**config.mk**
```make
export PLATFORM = sky130hd
export DESIGN_NAME = decode_stage
export DESIGN_NICKNAME = d
export VERILOG_FILES = /design/src/rtl/decode_stage.sv
export SDC_FILE = /design/constraint.sdc
export NUM_CORES = 1
export LEC_CHECK = 0
export ABC_AREA = 1
export CAP_MARGIN = 20
export CORE_AREA = 5 5 174 176
export DETAILED_ROUTE_END_ITERATION = 6
export DIE_AREA = 0 0 179 181
export GPL_ROUTABILITY_DRIVEN = 0
export PLACE_DENSITY = 0.5
export SKIP_LAST_GASP = 1
export SYNTH_ARGS = -nofsm -noshare
export SYNTH_HDL_FRONTEND = slang
export SYNTH_SLANG_ARGS = --single-unit
export TNS_END_PERCENT = 1
```
**constraint.sdc**
```tcl
create_clock -name clk -period 2.8 [get_ports clk]
set_input_delay 0.56 -clock clk [delete_from_list [all_inputs] [get_ports clk]]
set_output_delay 0.56 -clock clk [all_outputs]
set_load 0.05 [all_outputs]
```
**src/rtl/decode_stage.sv**
```systemverilog
// decode_stage: Y86 decode stage and D->E pipeline register.
// Derives register-file source/destination IDs and resolves operand values.
// It also detects load/use hazards.
// Build option DECODE_FWD_EN: when defined, operands are forwarded from
// in-flight results. When it is undefined, any in-flight write to a needed
// source stalls decode until the value reaches the register file.
module decode_stage #(
    parameter logic [2:0] ESP_ID = 3'd4
) (
    input  logic        clk,
    input  logic        reset,
    input  logic        f_valid,
    input  logic [3:0]  f_icode,
    input  logic [3:0]  f_ifun,
    input  logic [2:0]  f_rA,
    input  logic [2:0]  f_rB,
    input  logic [31:0] f_valC,
    input  logic [31:0] f_valP,
    input  logic        stall_in,
    input  logic        bubble_in,
    output logic [2:0]  srcA,
    output logic [2:0]  srcB,
    input  logic [31:0] rf_valA,
    input  logic [31:0] rf_valB,
    input  logic [2:0]  e_dstE,
    input  logic        e_reqE,
    input  logic [31:0] e_valE,
    input  logic [2:0]  m_dstM,
    input  logic        m_reqM,
    input  logic [31:0] m_valM,
    input  logic [2:0]  M_dstE,
    input  logic        M_reqE,
    input  logic [31:0] M_valE,
    input  logic [2:0]  W_dstM,
    input  logic [2:0]  W_dstE,
    input  logic        W_reqM,
    input  logic        W_reqE,
    input  logic [31:0] W_valM,
    input  logic [31:0] W_valE,
    output logic        d_stall,
    output logic        E_valid,
    output logic [3:0]  E_icode,
    output logic [3:0]  E_ifun,
    output logic [31:0] E_valC,
    output logic [31:0] E_valA,
    output logic [31:0] E_valB,
    output logic [2:0]  E_dstE,
    output logic [2:0]  E_dstM,
    output logic [2:0]  E_srcA,
    output logic [2:0]  E_srcB,
    output logic        E_reqE,
    output logic        E_reqM
);
    localparam int unsigned REG_W  = 3;
    localparam int unsigned OP_W   = 4;
    localparam int unsigned WORD_W = 32;

    localparam logic [OP_W-1:0] I_NOP    = 4'h1;
    localparam logic [OP_W-1:0] I_RRMOVL = 4'h2;
    localparam logic [OP_W-1:0] I_IRMOVL = 4'h3;
    localparam logic [OP_W-1:0] I_RMMOVL = 4'h4;
    localparam logic [OP_W-1:0] I_MRMOVL = 4'h5;
    localparam logic [OP_W-1:0] I_OPL    = 4'h6;
    localparam logic [OP_W-1:0] I_JXX    = 4'h7;
    localparam logic [OP_W-1:0] I_CALL   = 4'h8;
    localparam logic [OP_W-1:0] I_RET    = 4'h9;
    localparam logic [OP_W-1:0] I_PUSHL  = 4'hA;
    localparam logic [OP_W-1:0] I_POPL   = 4'hB;

    typedef struct packed {
        logic              valid;
        logic [OP_W-1:0]   icode;
        logic [OP_W-1:0]   ifun;
        logic [WORD_W-1:0] valC;
        logic [WORD_W-1:0] valA;
        logic [WORD_W-1:0] valB;
        logic [REG_W-1:0]  dstE;
        logic [REG_W-1:0]  dstM;
        logic [REG_W-1:0]  srcA;
        logic [REG_W-1:0]  srcB;
        logic              reqE;
        logic              reqM;
    } dx_t;

    localparam dx_t DX_BUBBLE = '{1'b0, I_NOP, 4'h0, 32'h0, 32'h0, 32'h0,
                                  3'h0, 3'h0, 3'h0, 3'h0, 1'b0, 1'b0};

    dx_t dx_q, dx_d;

    logic [REG_W-1:0]  dec_srcA, dec_srcB, dec_dstE, dec_dstM;
    logic              need_a, need_b, req_e, req_m;
    logic [WORD_W-1:0] d_valA, d_valB;
    logic              ld_use, hazard;

`ifdef DECODE_FWD_EN
    // Newest in-flight value for a register, falling back to the regfile read.
    function automatic logic [WORD_W-1:0] fwd_pick(input logic [REG_W-1:0] src,
                                                   input logic [WORD_W-1:0] rf_val);
        logic [WORD_W-1:0] val;
        if (e_reqE && e_dstE == src)      val = e_valE;
        else if (m_reqM && m_dstM == src) val = m_valM;
        else if (M_reqE && M_dstE == src) val = M_valE;
        else if (W_reqM && W_dstM == src) val = W_valM;
        else if (W_reqE && W_dstE == src) val = W_valE;
        else                              val = rf_val;
        return val;
    endfunction
`else
    // True when any older instruction still has a pending write to src.
    function automatic logic in_flight(input logic [REG_W-1:0] src);
        return (e_reqE && e_dstE == src) || (m_reqM && m_dstM == src) ||
               (M_reqE && M_dstE == src) || (W_reqM && W_dstM == src) ||
               (W_reqE && W_dstE == src) ||
               (dx_q.valid && dx_q.reqE && dx_q.dstE == src) ||
               (dx_q.valid && dx_q.reqM && dx_q.dstM == src);
    endfunction

    logic unused_fwd_vals;
    assign unused_fwd_vals = ^{e_valE, m_valM, M_valE, W_valM, W_valE};
`endif

    // Register IDs and need/request flags from the fetched instruction.
    always_comb begin
        dec_srcA = '0;
        dec_srcB = '0;
        dec_dstE = '0;
        dec_dstM = '0;
        need_a   = 1'b0;
        need_b   = 1'b0;
        req_e    = 1'b0;
        req_m    = 1'b0;
        case (f_icode)
            I_RRMOVL: begin dec_srcA = f_rA; need_a = 1'b1; dec_dstE = f_rB; req_e = 1'b1; end
            I_IRMOVL: begin dec_dstE = f_rB; req_e = 1'b1; end
            I_RMMOVL: begin dec_srcA = f_rA; need_a = 1'b1; dec_srcB = f_rB; need_b = 1'b1; end
            I_MRMOVL: begin dec_srcB = f_rB; need_b = 1'b1; dec_dstM = f_rA; req_m = 1'b1; end
            I_OPL: begin
                dec_srcA = f_rA; need_a = 1'b1;
                dec_srcB = f_rB; need_b = 1'b1;
                dec_dstE = f_rB; req_e  = 1'b1;
            end
            I_CALL: begin dec_srcB = ESP_ID; need_b = 1'b1; dec_dstE = ESP_ID; req_e = 1'b1; end
            I_RET: begin
                dec_srcA = ESP_ID; need_a = 1'b1;
                dec_srcB = ESP_ID; need_b = 1'b1;
                dec_dstE = ESP_ID; req_e  = 1'b1;
            end
            I_PUSHL: begin
                dec_srcA = f_rA;   need_a = 1'b1;
                dec_srcB = ESP_ID; need_b = 1'b1;
                dec_dstE = ESP_ID; req_e  = 1'b1;
            end
            I_POPL: begin
                dec_srcA = ESP_ID; need_a = 1'b1;
                dec_srcB = ESP_ID; need_b = 1'b1;
                dec_dstE = ESP_ID; req_e  = 1'b1;
                dec_dstM = f_rA;   req_m  = 1'b1;
            end
            default: ;
        endcase
        if (!f_valid) begin
            need_a = 1'b0;
            need_b = 1'b0;
            req_e  = 1'b0;
            req_m  = 1'b0;
        end
    end

    assign srcA = dec_srcA;
    assign srcB = dec_srcB;

    // Operand values; CALL/JXX carry the return/fall-through PC in valA.
    always_comb begin
        d_valA = rf_valA;
        d_valB = rf_valB;
`ifdef DECODE_FWD_EN
        if (need_a) d_valA = fwd_pick(dec_srcA, rf_valA);
        if (need_b) d_valB = fwd_pick(dec_srcB, rf_valB);
`endif
        if (f_icode == I_CALL || f_icode == I_JXX) d_valA = f_valP;
    end

    // Hazard detection: a load in E feeding a needed source, plus any pending write without forwarding.
    always_comb begin
        ld_use = dx_q.valid && dx_q.reqM &&
                 (dx_q.icode == I_MRMOVL || dx_q.icode == I_POPL) &&
                 ((need_a && dx_q.dstM == dec_srcA) || (need_b && dx_q.dstM == dec_srcB));
`ifdef DECODE_FWD_EN
        hazard = ld_use;
`else
        hazard = ld_use || (need_a && in_flight(dec_srcA)) || (need_b && in_flight(dec_srcB));
`endif
    end

    assign d_stall = !reset && hazard;

    // Next D->E register value: hold on stall, bubble on hazard/empty slot, else load.
    always_comb begin
        dx_d = dx_q;
        if (stall_in) begin
            dx_d = dx_q;
        end else if (bubble_in || hazard || !f_valid) begin
            dx_d = DX_BUBBLE;
        end else begin
            dx_d.valid = 1'b1;
            dx_d.icode = f_icode;
            dx_d.ifun  = f_ifun;
            dx_d.valC  = f_valC;
            dx_d.valA  = d_valA;
            dx_d.valB  = d_valB;
            dx_d.dstE  = dec_dstE;
            dx_d.dstM  = dec_dstM;
            dx_d.srcA  = dec_srcA;
            dx_d.srcB  = dec_srcB;
            dx_d.reqE  = req_e;
            dx_d.reqM  = req_m;
        end
    end

    // D->E pipeline register with synchronous reset to a bubble.
    always_ff @(posedge clk) begin
        if (reset) dx_q <= DX_BUBBLE;
        else       dx_q <= dx_d;
    end

    assign E_valid = dx_q.valid;
    assign E_icode = dx_q.icode;
    assign E_ifun  = dx_q.ifun;
    assign E_valC  = dx_q.valC;
    assign E_valA  = dx_q.valA;
    assign E_valB  = dx_q.valB;
    assign E_dstE  = dx_q.dstE;
    assign E_dstM  = dx_q.dstM;
    assign E_srcA  = dx_q.srcA;
    assign E_srcB  = dx_q.srcB;
    assign E_reqE  = dx_q.reqE;
    assign E_reqM  = dx_q.reqM;
endmodule

```
==> metrics.md <==
| Metric | Value |
|---|---|
| Levels on crit path | `15` |
| Leakage dissipation | `3.93 nW` |
| Final Core Density | `35.9%` |
| Worst Max-Slew Pin Slew | `0.618 ns` |
| First-pass GRT wire length | `36,300 um` |
| Initial antenna violation count | `2` |
| Post-route minimum period | `2.71 ns` |
| Router iterations before antenna repair | `5` |
| Die Ht | `181 um` |
| CP startpoint kind | `input port` |
| Hold Crit Depth | `3` |
| CTS Buf Count | `17` |
| Clock Pin Slew Worst Setup and Hold Paths | `0.06 ns` |
| Ranking of synthesized cells by area | `dfxtp_1 44%, nand2_1 22%, a21oi_1 11%` |
| Most frequent cells in the layout | `310 x nand2_1, 271 x clkdlybuf4s50_1, 122 x a21oi_1` |
| Reg2reg start | `E_dstM[1]` |
| GRT overflow | `0` |
| Root buffer cell | `clkbuf_16` |
| Mean routed wirelength per cell | `16.0 um` |
| Nets | `1,450` |
| Synth area leader | `dfxtp_1` |
| Crit. End Element | `output port` |
| Largest stage delay, worst path | `0.18 ns` |
| Via/cell ratio | `4.14` |
| H-tree depth | `4` |
| Initial detailed-routing violation count | `453` |
| Setup WS post-layout | `0.0906 ns` |
| Power density cells | `487 nW/um2` |
| Die X | `179 um` |
| Rel. slew slack | `58.8%` |
| Reg2Reg Depth | `16` |
| Core ar. | `28,500 um2` |
| Crit-path max FO | `5` |
| Sequential fraction of the synthesis area | `43.5%` |
| Syn. warnings | `0` |
| DRC Markers | `0` |
| Top cell type's share of synthesized area | `43.5%` |
| Routed Antenna Nets | `0` |
| Port Buf Inserts | `292` |
| Area Growth Syn to Fin | `87.0%` |
| Class of the worst hold path | `input port to register` |
| Final wirelength | `24,300 um` |
| Syn Nets | `1,104` |
| CP delay by family, top | `buffers and inverters` |
| Max Slew Vio Count | `0` |
| Critical Path Source | `f_icode[1]` |
| Num rows | `62` |
| Final Cycle Share | `96.8%` |
| Slowest cell on the critical path | `a21oi_4` |
| Vias | `6,289` |
| Hold Crit Start | `f_icode[2]` |
| Largest net degree at the start of global routing | `120` |
| CTS Sinks | `119` |
| CP Data Arrival Time | `2.15 ns` |
| Peak supply drop | `0.269 mV` |
| Sum Neg Setup Slack | `0 ns` |
| Max Root-Sink Buffers | `2` |
| Top cell by count, worst path | `nand2_1` |
| Synthesized instance count | `777` |
| # diodes | `0` |
| All-Layer GR Usage | `14.5%` |
| Worst path bufs/invs | `5` |
| Synth Register Bits | `119` |
| Fin Clk Skew | `0.0162 ns` |
| Status | `completed` |
| CP Data Required Time | `2.24 ns` |
| CTS tree | `built` |
| CTS Hold Bufs | `0` |
| Hold Worst Slack | `0.423 ns` |
| Max-Cap Viols | `0` |
| Number of I/O pins | `453` |
| Layout cell share with drive strength beyond 1 | `16.8%` |
| Die ar. | `32,400 um2` |
| Post-synthesis cell type count | `24` |
| Fmax | `0.369 GHz` |
| Clk_lat worst skew | `0.41 ns` |
| Post-detail-place hpwl | `18,300 um` |
| Mean area per synthesized cell | `7.04 um2` |
| Critical path class | `input port to output port` |
| Final setup fails | `0` |
| Initial Utilization | `19.2%` |
| Synthesized area | `5470 um2` |
| Hold Vio Cnt, Final | `0` |
| Setup slack after placement | `-0.611 ns` |
| Commonest non-fill, non-tap cell in the layout | `nand2_1` |
| Vias in the first global route | `6,221` |
| CP cell instances | `clkbuf_4 -> nand2_4 -> buf_6 -> nand3_4 -> buf_4 -> buf_4 -> nand2_1 -> a21boi_1 -> nand2_1 -> nand2_1 -> nor2_2 -> nand3_2 -> nand2_4 -> a21oi_4 -> buf_12` |
| R2R Setup Slk | `0.63 ns` |
worst reg2reg max path: cells and delay by family (launching register included):
| kind | cells | cell delay (ns) |
|---|---|---|
| and+or+nand+nor | 11 | 0.90 |
| buffers and inverters | 4 | 0.58 |
| DFF | 1 | 0.50 |
| AOI/OAI and AO/OA | 1 | 0.13 |
power breakdown:
part	leakage [nW]	total (W)	switching [W]	internal (W)
registers	0.964	0.00176	0.0000220	0.00173
clock network	0.292	0.00225	0.000887	0.00136
logic	2.68	0.000982	0.000510	0.000472
sequential cells by signal, summed over array words and instances (netlist names):
name	cells
E_srcB	3
E_srcA	3
E_valB	32
E_valid	1
E_dstE	3
E_valA	32
E_dstM	3
E_valC	32
E_reqE	1
E_reqM	1
E_icode	4
E_ifun	4
metal layers:
layer  part of all wire (%)  GRT usage, %
met1                     42          18.0
met2                     45          22.6
met3                     12          7.11
met4                   0.77          3.04
met5                   0.11             0
what timing repair did:
action                                  4_1_cts  5_1_grt
pin swaps                                     8       17
buffers inserted                              7        6
resized for setup                            46       26
endpoints found under the setup margin       99        1
metrics by stage:
step                      total power, W  area [um2]  instances
after global placement           0.00275        9380       1476
final                            0.00499       10200       1520
after detailed placement         0.00274        9380       1476
after floorplan                  0.00222        5490        777
after global routing             0.00522       10200       1520
after CTS                        0.00506       10100       1515
cell usage after synthesis, drive strengths merged:
library cell	count
nand4	12
dfxtp	119
a21boi	3
nor2	24
mux2	32
xor2	8
buf	14
inv	45
o211ai	1
nand3	41
a21oi	123
o21ai	5
clkbuf	29
o22ai	1
nand2	320
final timing paths:
| path | endpoint |
|---|---|
| setup / recovery | d_stall |
| hold / removal | E_icode[2] |
| setup reg to reg | E_valB[30] |
| hold reg to reg | E_valC[20] |
area by class of cell:
cell class | count | area, um2
clock inverters | 14 | 164
fillers | 2979 | 18200
repair buffers | 370 | 3670
well taps | 384 | 480
multi-input cells | 570 | 2920
inverters | 45 | 174
flip-flops and latches | 119 | 2380
clock buffers | 18 | 439
cells by family (layout without fill, tap and decap cells):
family                    after synthesis  count (layout)  share of synthesized area (%)
and+or+nand+nor                       397             397                           29.6
AOI/OAI and AO/OA                     133             133                           12.4
DFF                                   119             119                           43.5
buffers and inverters                  88             447                           6.61
muxes                                  32              32                           6.59
xor gates and xnor gates                8               8                           1.28
Note: power is estimated with default switching activity, not from simulation.
